**config.mk**
```make
export PLATFORM = sky130hd
export DESIGN_NAME = udma_generic_tx_if_32b
export DESIGN_NICKNAME = d
export VERILOG_FILES = /design/src/rtl/udma_generic_tx_if_32b.sv
export SDC_FILE = /design/constraint.sdc
export NUM_CORES = 1
export LEC_CHECK = 0
export CORE_AREA = 2 2 103 179
export CTS_BUF_LIST = sky130_fd_sc_hd__clkbuf_8
export CTS_CLUSTER_DIAMETER = 120
export DETAILED_ROUTE_END_ITERATION = 8
export DIE_AREA = 0 0 105 181
export PLACE_DENSITY = 0.75
export SYNTH_ARGS = -nofsm -noshare
export SYNTH_HDL_FRONTEND = slang
export SYNTH_SLANG_ARGS = --single-unit
```
**constraint.sdc**
```tcl
create_clock -name clk_i -period 9.3 [get_ports clk_i]
set_clock_uncertainty 0.05 [all_clocks]
set_input_delay 0.93 -clock clk_i [delete_from_list [all_inputs] [get_ports clk_i]]
set_output_delay 0.93 -clock clk_i [all_outputs]
set_load 0.005 [all_outputs]
```
**src/rtl/udma_generic_tx_if_32b.sv**
```systemverilog
// udma_generic_tx_if_32b
// Register front end and output FIFO for a 32-bit uDMA TX channel.
// Words from the uDMA are buffered and streamed to a peripheral.
// Words sent are counted per transfer, and tx_done_o pulses once per
// completed transfer.
// Optional feature macro: UDMA_TX_BYTESWAP_EN adds a CFG bit8 byte-swap control.
module udma_generic_tx_if_32b #(
    parameter int L2_AWIDTH_NOAL  = 12,
    parameter int UDMA_TRANS_SIZE = 16,
    parameter int TRANS_SIZE      = 16,
    parameter int FIFO_DEPTH      = 4
) (
    input  logic                       clk_i,
    input  logic                       rst_i,
    input  logic [31:0]                cfg_data_i,
    input  logic [4:0]                 cfg_addr_i,
    input  logic                       cfg_valid_i,
    input  logic                       cfg_rwn_i,
    output logic [31:0]                cfg_data_o,
    output logic                       cfg_ready_o,
    output logic [L2_AWIDTH_NOAL-1:0]  cfg_tx_startaddr_o,
    output logic [UDMA_TRANS_SIZE-1:0] cfg_tx_size_o,
    output logic [1:0]                 cfg_tx_datasize_o,
    output logic                       cfg_tx_continuous_o,
    output logic                       cfg_tx_en_o,
    output logic                       cfg_tx_clr_o,
    input  logic                       cfg_tx_en_i,
    input  logic                       cfg_tx_pending_i,
    input  logic [L2_AWIDTH_NOAL-1:0]  cfg_tx_curr_addr_i,
    input  logic [UDMA_TRANS_SIZE-1:0] cfg_tx_bytes_left_i,
    input  logic [31:0]                data_tx_i,
    input  logic                       data_tx_valid_i,
    output logic                       data_tx_ready_o,
    output logic [31:0]                tx_data_o,
    output logic                       tx_valid_o,
    input  logic                       tx_ready_i,
    output logic                       tx_done_o
);
    localparam int SW = TRANS_SIZE - 2;        // size register holds words
    localparam int AW = $clog2(FIFO_DEPTH);

    typedef enum logic {ST_IDLE, ST_RUN} state_t;

    logic [L2_AWIDTH_NOAL-1:0] r_saddr;
    logic [SW-1:0]             r_size;
    logic                      r_cont, r_en, r_clr, r_swap;
    logic                      cfg_wr;

    logic [31:0] fifo_mem [FIFO_DEPTH];
    logic [AW:0] wr_ptr, rd_ptr, level;
    logic        full, empty, push, pop;
    logic [31:0] head;

    state_t        state_q, state_d;
    logic          run;
    logic [SW-1:0] cnt_q;
    logic          done_q;
    logic          last;
    logic          unused_cfg;

    assign cfg_wr     = cfg_valid_i & ~cfg_rwn_i;
    assign unused_cfg = ^cfg_data_i;

    // cfg register writes; en/clr are single-cycle strobes
    always_ff @(posedge clk_i) begin
        if (rst_i) begin
            r_saddr <= '0;
            r_size  <= '0;
            r_cont  <= 1'b0;
            r_en    <= 1'b0;
            r_clr   <= 1'b0;
        end else begin
            r_en  <= 1'b0;
            r_clr <= 1'b0;
            if (cfg_wr) begin
                case (cfg_addr_i)
                    5'h00: r_saddr <= cfg_data_i[L2_AWIDTH_NOAL-1:0];
                    5'h01: r_size  <= cfg_data_i[TRANS_SIZE-1:2];
                    5'h02: begin
                        r_cont <= cfg_data_i[0];
                        r_en   <= cfg_data_i[4];
                        r_clr  <= cfg_data_i[5];
                    end
                    default: ;
                endcase
            end
        end
    end

`ifdef UDMA_TX_BYTESWAP_EN
    // byte-swap control bit in CFG[8]
    always_ff @(posedge clk_i) begin
        if (rst_i)
            r_swap <= 1'b0;
        else if (cfg_wr && cfg_addr_i == 5'h02)
            r_swap <= cfg_data_i[8];
    end
`else
    assign r_swap = 1'b0;
`endif

    assign full  = (level == (AW+1)'(FIFO_DEPTH));
    assign empty = (level == '0);
    assign push  = data_tx_valid_i & ~full;
    assign pop   = ~empty & tx_ready_i;
    assign level = wr_ptr - rd_ptr;

    // FIFO pointers; clr wins over any push/pop in the same cycle
    always_ff @(posedge clk_i) begin
        if (rst_i || r_clr) begin
            wr_ptr <= '0;
            rd_ptr <= '0;
        end else begin
            if (push) wr_ptr <= wr_ptr + 1'b1;
            if (pop)  rd_ptr <= rd_ptr + 1'b1;
        end
    end

    // FIFO storage, no reset needed: contents are only visible when level > 0
    always_ff @(posedge clk_i) begin
        if (push) fifo_mem[wr_ptr[AW-1:0]] <= data_tx_i;
    end

    assign head = fifo_mem[rd_ptr[AW-1:0]];
    assign last = ((cnt_q + SW'(1)) == r_size);

    // FSM state register
    always_ff @(posedge clk_i) begin
        if (rst_i) state_q <= ST_IDLE;
        else       state_q <= state_d;
    end

    // FSM next state: clr > en > end-of-transfer
    always_comb begin
        state_d = state_q;
        if (r_clr)
            state_d = ST_IDLE;
        else if (r_en)
            state_d = (r_size != '0) ? ST_RUN : ST_IDLE;
        else if (state_q == ST_RUN && pop && last && !r_cont)
            state_d = ST_IDLE;
    end

    // FSM outputs
    always_comb begin
        run = (state_q == ST_RUN);
    end

    // word counter and done strobe
    always_ff @(posedge clk_i) begin
        if (rst_i) begin
            cnt_q  <= '0;
            done_q <= 1'b0;
        end else begin
            done_q <= 1'b0;
            if (r_clr) begin
                cnt_q <= '0;
            end else if (r_en) begin
                cnt_q  <= '0;
                done_q <= (r_size == '0);
            end else if (run && pop) begin
                if (last) begin
                    cnt_q  <= '0;
                    done_q <= 1'b1;
                end else begin
                    cnt_q <= cnt_q + SW'(1);
                end
            end
        end
    end

    // cfg read mux
    always_comb begin
        cfg_data_o = '0;
        case (cfg_addr_i)
            5'h00: cfg_data_o = 32'(cfg_tx_curr_addr_i);
            5'h01: cfg_data_o = 32'(cfg_tx_bytes_left_i);
            5'h02: begin
                cfg_data_o[0]   = r_cont;
                cfg_data_o[2:1] = 2'b10;
                cfg_data_o[4]   = cfg_tx_en_i;
                cfg_data_o[5]   = cfg_tx_pending_i;
                cfg_data_o[8]   = r_swap;
            end
            5'h03: begin
                cfg_data_o[31]   = run;
                cfg_data_o[23:8] = 16'(cnt_q);
                cfg_data_o[7:0]  = 8'(level);
            end
            default: ;
        endcase
    end

    assign cfg_ready_o         = 1'b1;
    assign cfg_tx_startaddr_o  = r_saddr;
    assign cfg_tx_size_o       = UDMA_TRANS_SIZE'({r_size, 2'b00});
    assign cfg_tx_datasize_o   = 2'b10;
    assign cfg_tx_continuous_o = r_cont;
    assign cfg_tx_en_o         = r_en;
    assign cfg_tx_clr_o        = r_clr;
    assign data_tx_ready_o     = ~full;
    assign tx_valid_o          = ~empty;
    assign tx_data_o           = r_swap ? {head[7:0], head[15:8], head[23:16], head[31:24]} : head;
    assign tx_done_o           = done_q;

endmodule

```
---- Yosys cells after proc, flatten, opt, wreduce, memory -nomap -nowiden ----
Memories as Yosys holds them, arrays and structs flattened. A register that Yosys moved wholly into a read port is not among the register bits.
Index checks and enable logic that the tools add are counted.
word-level totals
  output and inout bits ................... 101
  bits of input ports ..................... 105
  bits in registers ....................... 51
  memories kept ........................... 1
  memory bits (writable) .................. 128
  logic and storage cells ................. 62
operators by class
  add/sub/neg operators ................... 4
  reductions and logical operators ........ 16
  equal/unequal tests ..................... 5
  bitwise logic cells ..................... 8
  mux-type cells .......................... 18
memory list
  memory    words  bits a word  rd ports  clocked after Yosys merged registers in  write ports  line  source
  fifo_mem  4      32           1         1                                        1            49    logic [31:0] fifo_mem [FIFO_DEPTH];
operators by type and width
  kind                     number
  $pmux W13 S3             1
  $add A14 B1 Y14 const B  1
  $eq A14 B14 Y1           1
  $logic_not A14 Y1        1
  $mux W14                 1
  $reduce_bool A14 Y1      1
  $pmux W3 S4              1
  $eq A5 B2 Y1 const B     2
  $mux W1                  9
  $add A3 B1 Y3 const B    2
  $pmux W2 S3              1
  $reduce_and A2 Y1        3
  $reduce_or A3 Y1         2
  $eq A5 B1 Y1 const B     1
  $logic_not A5 Y1         1
  $not A1 Y1               5
  $mux W2                  2
  $pmux W2 S2              1
  $and A1 B1 Y1            3
  $eq A3 B3 Y1 const B     1
  $logic_and A1 B1 Y1      3
  $logic_not A3 Y1         1
  $pmux W1 S3              1
  $sub A3 B3 Y3            1
  5 further kinds          5

---- Longest topological paths before layout ----
Gate-level depths: netlist of run 1.
  word-level depth ........................ 9
  gate-level depth with buffers ........... 9
  mapped depth without buffers ............ 9

---- Worst setup path after synthesis of run 1 ----
Ideal clock, no wire load.
  path kind ............................... register -> register
  from .................................... reg wr_ptr[0]
  to ...................................... mem fifo_mem[3][0], enable pin
  slack ................................... 6243 ps
  clock period less this slack ............ 3057 ps
  path buffers ............................ 0
  data arrival time ....................... 2614 ps
  cell stages (with the launch flop) ...... 8
  data required time ...................... 8856 ps
  cells stage by stage .................... dfxtp_1 -> inv_1 -> ha_1 -> fa_1 -> xnor2_1 -> xnor2_1 -> a31oi_1 -> and2_1
on the way
  word-level cells in the longest chain between the ends .. 6
ends and longest elaborated chain
  element                        line  source
  start, declared                50    logic [AW:0] wr_ptr, rd_ptr, level;
  start signal, assigned         114   if (push) wr_ptr <= wr_ptr + 1'b1;
  $sub A3 B3 Y3                  106   assign level = wr_ptr - rd_ptr;
  $eq A3 B3 Y1                   102   assign full = (level == (AW+1)'(FIFO_DEPTH));
  $not A1 Y1                     104   assign push = data_tx_valid_i & ~full;
  $and A1 B1 Y1                  104
  $mux W1                        121   if (push) fifo_mem[wr_ptr[AW-1:0]] <= data_tx_i;
  $mux W1 (not written as such)  121
  end, declared                  49
Several ways; a longest one is shown, not always the timed one.

---- Worst setup path after layout of run 1 ----
  from .................................... in cfg_addr_i[0]
  to ...................................... out cfg_data_o[2]
on the way
  word-level cells in the longest chain between the ends .. 2
ends and longest elaborated chain
  element                               line  source
  start, declared                       16    input logic [4:0] cfg_addr_i,
  $eq A5 B2 Y1 (tied with other cells)  175   case (cfg_addr_i)
  $pmux W3 S4 (*)                       175
  end, declared                         19    output logic [31:0] cfg_data_o,
Mark *: on every way between the ends. The rest lies on a longest branch, timed or not.

==> flow_metrics.tcl, run 1 <==
set metrics [dict create \
    status "completed" \
    area_growth_pct 29.5 \
    powerDensity_mw_per_mm2 217 \
    htree_levels 4 \
    dieHeight_um 181 \
    hp-start "cfg_tx_continuous_o$_SDFFE_PP0P_" \
    synth.area.mux_share_pct 11.4 \
    antenna_found_initial 0 \
    via_per_inst 5.22 \
    cts_buffer_depth 2 \
    slew_headroom_pct 33.4 \
    worst_pin_slew_ns 0.996 \
    topRoutingLayerUsed "met4" \
    maxSlewViolCount 0 \
    num_vias 5044 \
    syn_area_mm2 0.00774 \
    gr-total-overflow 0 \
    root_buffer "clkbuf_8" \
    synth-simple-area-share_pct 10.9 \
    drtIter0Drc 153 \
    antenna_left 0 \
    grtUsageTotal_pct 19.1 \
    layout_min_cycle_time_ns 4.25 \
    coreArea_mm2 0.0175 \
    comb_power_share_pct 28.4 \
    finalSetupTns_ns 0 \
    grt_pass1_wl_mm 28.0 \
    wl_per_cell_um 18.3 \
    dieArea_mm2 0.0190 \
    insertion_delay_ns 0.45 \
    critPathLaunchType "input pin" \
    die_w_um 105 \
    cp-end-kind "primary output" \
    diodes 0 \
    wl_met2_mm 10.1 \
    clk_pin_slew_ns 0.10 \
    final_nets 837 \
    p_leak_nw 3.34 \
    irDropWorstVdd_mv 0.105 \
    synth-xor-area-share_pct 3.91 \
    crit_fanout 24 \
    yosysWarnings 0 \
    drive_gt1_share_pct 10.1 \
    grt_pass1_vias 5475 \
    power.switching_mw 0.560 \
    fillCellCount 1445 \
    max_clock_freq_mhz 235 \
    post-cts-setup-buffer-count 0 \
    cp_data_required_time_ns 8.32 \
    wl_met1_mm 6.36 \
    row_count 64 \
    port_buffers 175 \
    cts_resized 0 \
    hold_path.class "reg -> reg" \
    cts_hold_repair.buffers 0 \
    async_flop_share_pct 0 \
    cp-startpoint "cfg_addr_i[0]" \
    synth_ff_type "edfxtp_1" \
    hold_viol 0 \
    finalCoreUtilization_pct 57.4 \
    synthDistinctLibCells 56 \
    internal-power_mw 1.62 \
    p_seq_share_pct 46.0 \
    grt_setup_unrepaired "no" \
    cts.sinks 181 \
    synthAdderAreaFrac_pct 1.39 \
    swShare_pct 25.7 \
    synth_top_family_by_area "multiplexers" \
    path_class "in -> out" \
    cts_buffers 17 \
    routed_wl_mm 17.6 \
    setup_viol 0 \
    io_pins 206 \
    cap_violations 0 \
    critical_path_arrival_ns 3.27 \
    synth_edf_count 128 \
    cts_tree "built" \
    synth_compound_area_share_pct 5.47 \
    ys_seq_area_share_pct 63.4 \
    wl_met3_um 820 \
    hpwl_mm 12.9 \
    grt_max_degree 34 \
    avgSynthCellArea_um2 13.8 \
    final.period_utilization_pct 45.7 \
    syn_inst 561 \
    worstReg2RegStart "wr_ptr[0]$_SDFFE_PP0P_" \
    first_pass_iters 4 \
    ys_seq_elements 181 \
    gp_congestion 0.869 \
    clkPwrFrac_pct 25.6 \
    start_util_pct 44.3 \
    drc 0 \
]
-- area by class of cell --
cell class	instances	area [µm²]	area share (%)
clock buffer	17	234	2.33
clock inverter	13	183	1.82
inverter	5	18.8	0.187
multi-input combinational	341	2620	26.1
sequential	181	4910	48.9
tap	231	289	2.88
timing repair buffer	178	1770	17.7
-- worst paths after layout --
path,to,slack (ns),cells after the start
max,cfg_data_o[2],5.05,5
min,cfg_tx_continuous_o$_SDFFE_PP0P_,0.46,2
max reg2reg,cnt_q[10]$_SDFFE_PP0N_,5.79,8
min reg2reg,cfg_tx_continuous_o$_SDFFE_PP0P_,0.46,2
-- per-stage QoR --
stage / hold slack [ns] / setup WS [ns] / power (mW) / cells / instance area (µm²)
global route: 0.482 / 4.84 / 2.28 / 966 / 10000
global placement: 0.431 / 5.06 / 1.63 / 936 / 9610
floorplan: 0.425 / 6.24 / 1.33 / 573 / 7780
CTS: 0.465 / 5.03 / 2.21 / 966 / 10000
finish: 0.456 / 5.05 / 2.18 / 966 / 10000
detailed placement: 0.441 / 5.03 / 1.65 / 936 / 9610
-- cell families after synthesis --
group | Yosys count
muxes | 48
DFF | 181
buffers and inverters | 51
xor gates and xnor gates | 33
AOI/OAI and AO/OA | 63
and+or+nand+nor | 175
adders and majority gates | 8
other | 2
-- state kept, by name, summed over array words and instances (netlist names), named ones only --
register,count
run,1
fifo_mem,128
cfg_tx_clr_o,1
cfg_tx_en_o,1
cnt_q,14
cfg_tx_continuous_o,1
cfg_tx_startaddr_o,12
wr_ptr,3
r_size,14
tx_done_o,1
rd_ptr,3
-- Yosys cell counts (all sizes together) (3+ instances only) --
library cell | count | area share (%)
nand2 | 61 | 3.0
nor3 | 7 | 0.45
a22o | 7 | 0.79
xnor2 | 20 | 2.3
nor4 | 6 | 0.57
nor2b | 3 | 0.24
a21oi | 23 | 1.5
buf | 27 | 2.2
o21ai | 14 | 0.91
or3 | 4 | 0.32
dfxtp | 53 | 14
nor2 | 45 | 2.2
nand4 | 4 | 0.32
mux4 | 32 | 9.3
mux2i | 16 | 2.1
inv | 5 | 0.24
edfxtp | 128 | 50
a31oi | 4 | 0.40
xor2 | 12 | 1.4
clkbuf | 19 | 0.92
and2 | 17 | 1.4
and3 | 4 | 0.32
nand3 | 12 | 0.94
ha | 7 | 1.1
-- layout by cell type (no fill, tap or decap), types with 14 or more instances in the layout --
cell type,instances
edfxtp_1,128
clkbuf_8,17
o21ai_0,14
a21oi_1,23
nor2_1,45
mux2i_1,16
clkdlybuf4s50_1,175
dfxtp_1,52
xnor2_1,20
conb_1,14
nand2_1,61
mux4_2,32
-- per-layer routing --
layer,vias to the layer above,global-route usage (%)
li1,2372,-
met1,2469,18.9
met2,173,37.6
met3,30,4.47
met4,0,7.25
met5,-,0
-- critical path, cell delays in order --
cell and delay [ns]:
clkdlybuf4s50_1 1.00, and2_0 0.51, a22oi_1 0.17, o21ai_0 0.10
clkdlybuf4s50_1 0.55
-- power groups by stage --
stage                     sequential [mW]  combinational, mW  clock (mW)
after global placement               1.01              0.619           0
after floorplan                      1.01              0.324           0
final                                1.00              0.619       0.557
after CTS                            1.00              0.633       0.573
after global routing                 1.01              0.668       0.602
after detailed placement             1.02              0.633           0
No activity file was read; power rests on OpenSTA's default activity.
==> run 2, diff against run 1 <==
Clock period 9.3 ns to 4.3 ns, I/O delays scaled along.
==> flow_metrics.tcl, run 2 (synthesis results as in run 1) <==
set metrics [dict create \
    powerDensity_mw_per_mm2 450 \
    swShare_pct 27.1 \
    drive_gt1_share_pct 10.1 \
    clk_pin_slew_ns 0.09 \
    fin_ws_ns 1.03 \
    endpoint "cfg_data_o[2]" \
    grt_pass1_vias 5501 \
    critPathLaunchType "register" \
    cts_buffer_depth 2 \
    path_class "reg -> out" \
    drtIter0Drc 143 \
    worst_pin_slew_ns 0.904 \
    grt_pass1_wl_mm 28.6 \
    via_per_inst 5.18 \
    htree_levels 4 \
    hold_path.class "reg -> reg" \
    cts_buffers 17 \
    routed_wl_mm 17.8 \
    cts_hold_repair.buffers 0 \
    r2r-end "fifo_mem[3][5]$_DFFE_PP_" \
    finalSetupTns_ns 0 \
    slew_headroom_pct 39.7 \
    place_ws_ns 1.05 \
    layout_min_cycle_time_ns 3.27 \
    grt_setup_unrepaired "no" \
    cp-startpoint "wr_ptr[0]$_SDFFE_PP0P_" \
    dieHeight_um 181 \
    gp_congestion 0.882 \
    antenna_left 0 \
    max_clock_freq_mhz 306 \
    final.period_utilization_pct 76.1 \
    final_cell_mix "175 x clkdlybuf4s50_1, 128 x edfxtp_1, 61 x nand2_1, 52 x dfxtp_1, 45 x nor2_1" \
    cap_violations 0 \
    maxSlewViolCount 0 \
    antenna_found_initial 0 \
    port_buffers 175 \
    cp_data_required_time_ns 3.82 \
    start_util_pct 44.3 \
    cts_resized 0 \
    wl_per_cell_um 18.4 \
    diodes 0 \
    comb_power_share_pct 28.8 \
    hold_viol 0 \
    total_power_mw 4.47 \
    dieArea_mm2 0.0190 \
    rrSetupSlack_ns 1.09 \
    worstReg2RegStart "wr_ptr[0]$_SDFFE_PP0P_" \
    critical_path_arrival_ns 2.79 \
    cts.sinks 181 \
    cts_tree "built" \
    hold_depth 2 \
    p_seq_share_pct 49.5 \
    first_pass_iters 4 \
    root_buffer "clkbuf_8" \
    drc 0 \
    grtUsageTotal_pct 19.4 \
    hpwl_mm 13.1 \
    insertion_delay_ns 0.45 \
    power.switching_mw 1.21 \
    area_growth_pct 28.6 \
    largest_reg_flops 128 \
    final_nets 840 \
    grt_max_degree 34 \
    irDropWorstVdd_mv 0.225 \
    die_w_um 105 \
    num_vias 5025 \
    post-cts-setup-buffer-count 0 \
    io_pins 206 \
    status "completed" \
    p_leak_nw 3.32 \
    cp-end-kind "primary output" \
    internal-power_mw 3.26 \
    clkPwrFrac_pct 21.6 \
    gr-total-overflow 0 \
    fin_cells 970 \
    crit_fanout 4 \
    setup_viol 0 \
    coreArea_mm2 0.0175 \
    final_common_cell "clkdlybuf4s50_1" \
    row_count 64 \
    r2r_cells 7 \
    finalCoreUtilization_pct 57.0 \
    dp_cells 939 \
]
## run 2: changes by cell type in the layout (fill, tap and decap cells not counted)
cell	previous run	this run
buf_4	3	6
clkinv_1	2	5
clkinv_4	0	2
clkinvlp_4	3	2
clkinv_2	0	1
bufinv_16	4	0
## run 2: per-layer routing
layer / track usage, % / routed length, µm
met2: 37.2 / 10200
met4: 6.99 / 259
met1: 20.0 / 6440
met5: 0 / 0
met3: 4.80 / 917
## run 2: critical path: stages, from the launching register on
cell	delay, ns
dfxtp_1	0.40
inv_1	0.11
ha_1	0.21
fa_1	0.41
xnor2_1	0.16
xnor2_1	0.30
a22oi_1	0.12
o21ai_0	0.10
clkdlybuf4s50_1	0.54
## run 2: metrics by stage
| step | instance area (µm²) | hold WS [ns] |
|---|---|---|
| 2_1_floorplan | 7780 | 0.425 |
| 3_3_place_gp | 9630 | 0.431 |
| 3_5_place_dp | 9630 | 0.439 |
| 4_1_cts | 9950 | 0.433 |
| 5_1_grt | 9950 | 0.467 |
| 6_report | 9950 | 0.452 |
## run 2: power by group through the flow
stage          Clock (mW)  Sequential (mW)  Combinational (mW)
2_1_floorplan           0             2.18               0.701
6_report            0.968             2.22                1.29
4_1_cts              1.00             2.22                1.31
5_1_grt              1.06             2.25                1.39
3_5_place_dp            0             2.26                1.31
3_3_place_gp            0             2.24                1.28
## run 2: cell type report
cell class              count  area [µm²]
fillers                  1432        7500
flip-flops and latches    181        4910
multi-input cells         341        2620
repair buffers            181        1800
well taps                 231         289
clock buffers              17         234
clock inverters            14        88.8
inverters                   5        18.8
## run 2: how the worst min path moves through the flow
stage	from	to	slack [ns]
global route	cfg_data_i[15]	r_size[13]$_SDFFE_PP0P_	0.47
detailed placement	cfg_tx_startaddr_o[4]$_SDFFE_PP0P_	cfg_tx_startaddr_o[4]$_SDFFE_PP0P_	0.44
CTS	cfg_data_i[15]	r_size[13]$_SDFFE_PP0P_	0.43
finish	cfg_tx_continuous_o$_SDFFE_PP0P_	cfg_tx_continuous_o$_SDFFE_PP0P_	0.45
floorplan	cfg_tx_continuous_o$_SDFFE_PP0P_	cfg_tx_continuous_o$_SDFFE_PP0P_	0.42
global placement	cfg_tx_startaddr_o[7]$_SDFFE_PP0P_	cfg_tx_startaddr_o[7]$_SDFFE_PP0P_	0.43
==> run 3, diff against run 2 <==
Clock period 4.3 ns to 3.1 ns, I/O delays scaled along.
==> flow_metrics.tcl, run 3 (synthesis results as in run 1) <==
set metrics [dict create \
    max_clock_freq_mhz 341 \
    hold_viol 0 \
    area_growth_pct 31.7 \
    start_util_pct 44.3 \
    num_vias 5152 \
    final_nets 856 \
    critPathLaunchType "register" \
    grt_pass1_vias 5552 \
    via_per_inst 5.23 \
    drc 0 \
    cp_data_required_time_ns 2.74 \
    worst_pin_slew_ns 0.657 \
    p_leak_nw 3.45 \
    port_buffers 175 \
    hold_path.class "in -> reg" \
    routed_wl_mm 17.9 \
    cp-end-kind "primary output" \
    maxSlewViolCount 0 \
    insertion_delay_ns 0.45 \
    grt_pass1_wl_mm 28.4 \
    crit_fanout 4 \
    setup_viol 0 \
    gp_congestion 0.905 \
    gr-total-overflow 0 \
    cts_tree "built" \
    drive_gt1_share_pct 12.6 \
    powerDensity_mw_per_mm2 631 \
    htree_levels 4 \
    largest_reg_flops 128 \
    dieHeight_um 181 \
    irDropWorstVdd_mv 0.340 \
    final.period_utilization_pct 94.7 \
    finalSetupTns_ns 0 \
    cts.sinks 181 \
    grt_max_degree 34 \
    drtIter0Drc 179 \
    io_pins 206 \
    holdWs_ns 0.373 \
    first_pass_iters 4 \
    grtUsageTotal_pct 19.2 \
    root_buffer "clkbuf_8" \
    grt_setup_unrepaired "no" \
    fillCellCount 1437 \
    row_count 64 \
    antenna_left 0 \
    final_common_cell "clkdlybuf4s50_1" \
    final_cell_mix "174 x clkdlybuf4s50_1, 128 x edfxtp_1, 61 x nand2_1, 51 x dfxtp_1, 45 x nor2_1" \
    die_w_um 105 \
    dieArea_mm2 0.0190 \
    status "completed" \
    cts_buffers 17 \
    clk_pin_slew_ns 0.09 \
    critical_path_arrival_ns 2.58 \
    antenna_found_initial 0 \
    cap_violations 0 \
    layout_min_cycle_time_ns 2.94 \
    diodes 0 \
    path_class "reg -> out" \
    hpwl_mm 13.3 \
    slew_headroom_pct 56.1 \
    wl_per_cell_um 18.1 \
    cts_buffer_depth 2 \
    coreArea_mm2 0.0175 \
]
-- run 3: cell type report --
cell class / instances / area (µm²) / share of cell area [%]
inverter: 5 / 18.8 / 0.184
sequential: 181 / 4910 / 48.1
clock buffer: 17 / 234 / 2.30
timing repair buffer: 197 / 1990 / 19.6
clock inverter: 14 / 131 / 1.29
multi-input combinational: 341 / 2620 / 25.7
tap: 231 / 289 / 2.84
-- run 3: worst paths after layout --
| path | to | slack, ns | from | cells after the start |
|---|---|---|---|---|
| worst max-delay path | data_tx_ready_o | 0.16 | wr_ptr[0]$_SDFFE_PP0P_ | 8 |
| worst min-delay path | r_size[13]$_SDFFE_PP0P_ | 0.37 | cfg_data_i[15] | 3 |
| worst max register to register | tx_done_o$_SDFF_PP0_ | 0.18 | wr_ptr[0]$_SDFFE_PP0P_ | 9 |
| worst min register to register | cfg_tx_continuous_o$_SDFFE_PP0P_ | 0.45 | cfg_tx_continuous_o$_SDFFE_PP0P_ | 2 |
-- run 3: power by group --
part           switching (mW)  internal [mW]  total (mW)  leakage [nW]
sequential             0.0822           2.91        2.99          1.60
combinational           0.808           1.16        1.97          1.67
clock                   0.834          0.638        1.47         0.176
total                    1.72           4.71        6.43          3.45
-- run 3: timing repair --
item,in CTS,in global routing
resized for setup,1,1
hold buffers,0,0
setup buffers,1,1
setup endpoints to repair,1,2
pin swaps,1,1
-- run 3: critical path, stage by stage, from the launching register on --
cell,delay [ns]
dfxtp_2,0.37
inv_1,0.08
ha_1,0.21
fa_1,0.41
xnor2_1,0.15
xnor2_1,0.21
buf_4,0.15
nand3_1,0.07
clkdlybuf4s50_1,0.49
-- run 3: stage by stage --
stage / instances / instance area, µm² / utilization, % / setup slack [ns] / total power, mW
after floorplan: 573 / 7780 / - / 0.0429 / 3.99
after global placement: 953 / 9810 / 56.2 / 0.207 / 4.97
after detailed placement: 953 / 9810 / 56.2 / 0.0889 / 5.03
after CTS: 985 / 10200 / 58.3 / 0.0276 / 6.52
after global routing: 986 / 10200 / 58.4 / 0.00969 / 6.75
final: 986 / 10200 / 58.4 / 0.164 / 6.43
-- run 3: per-layer routing --
layer | vias to the layer above | GRT usage, % | share of wire [%]
met5 | - | 0 | 0
met4 | 0 | 7.73 | 2.2
met3 | 29 | 4.91 | 5.1
met2 | 191 | 37.2 | 57
met1 | 2518 | 19.1 | 35
li1 | 2414 | - | -
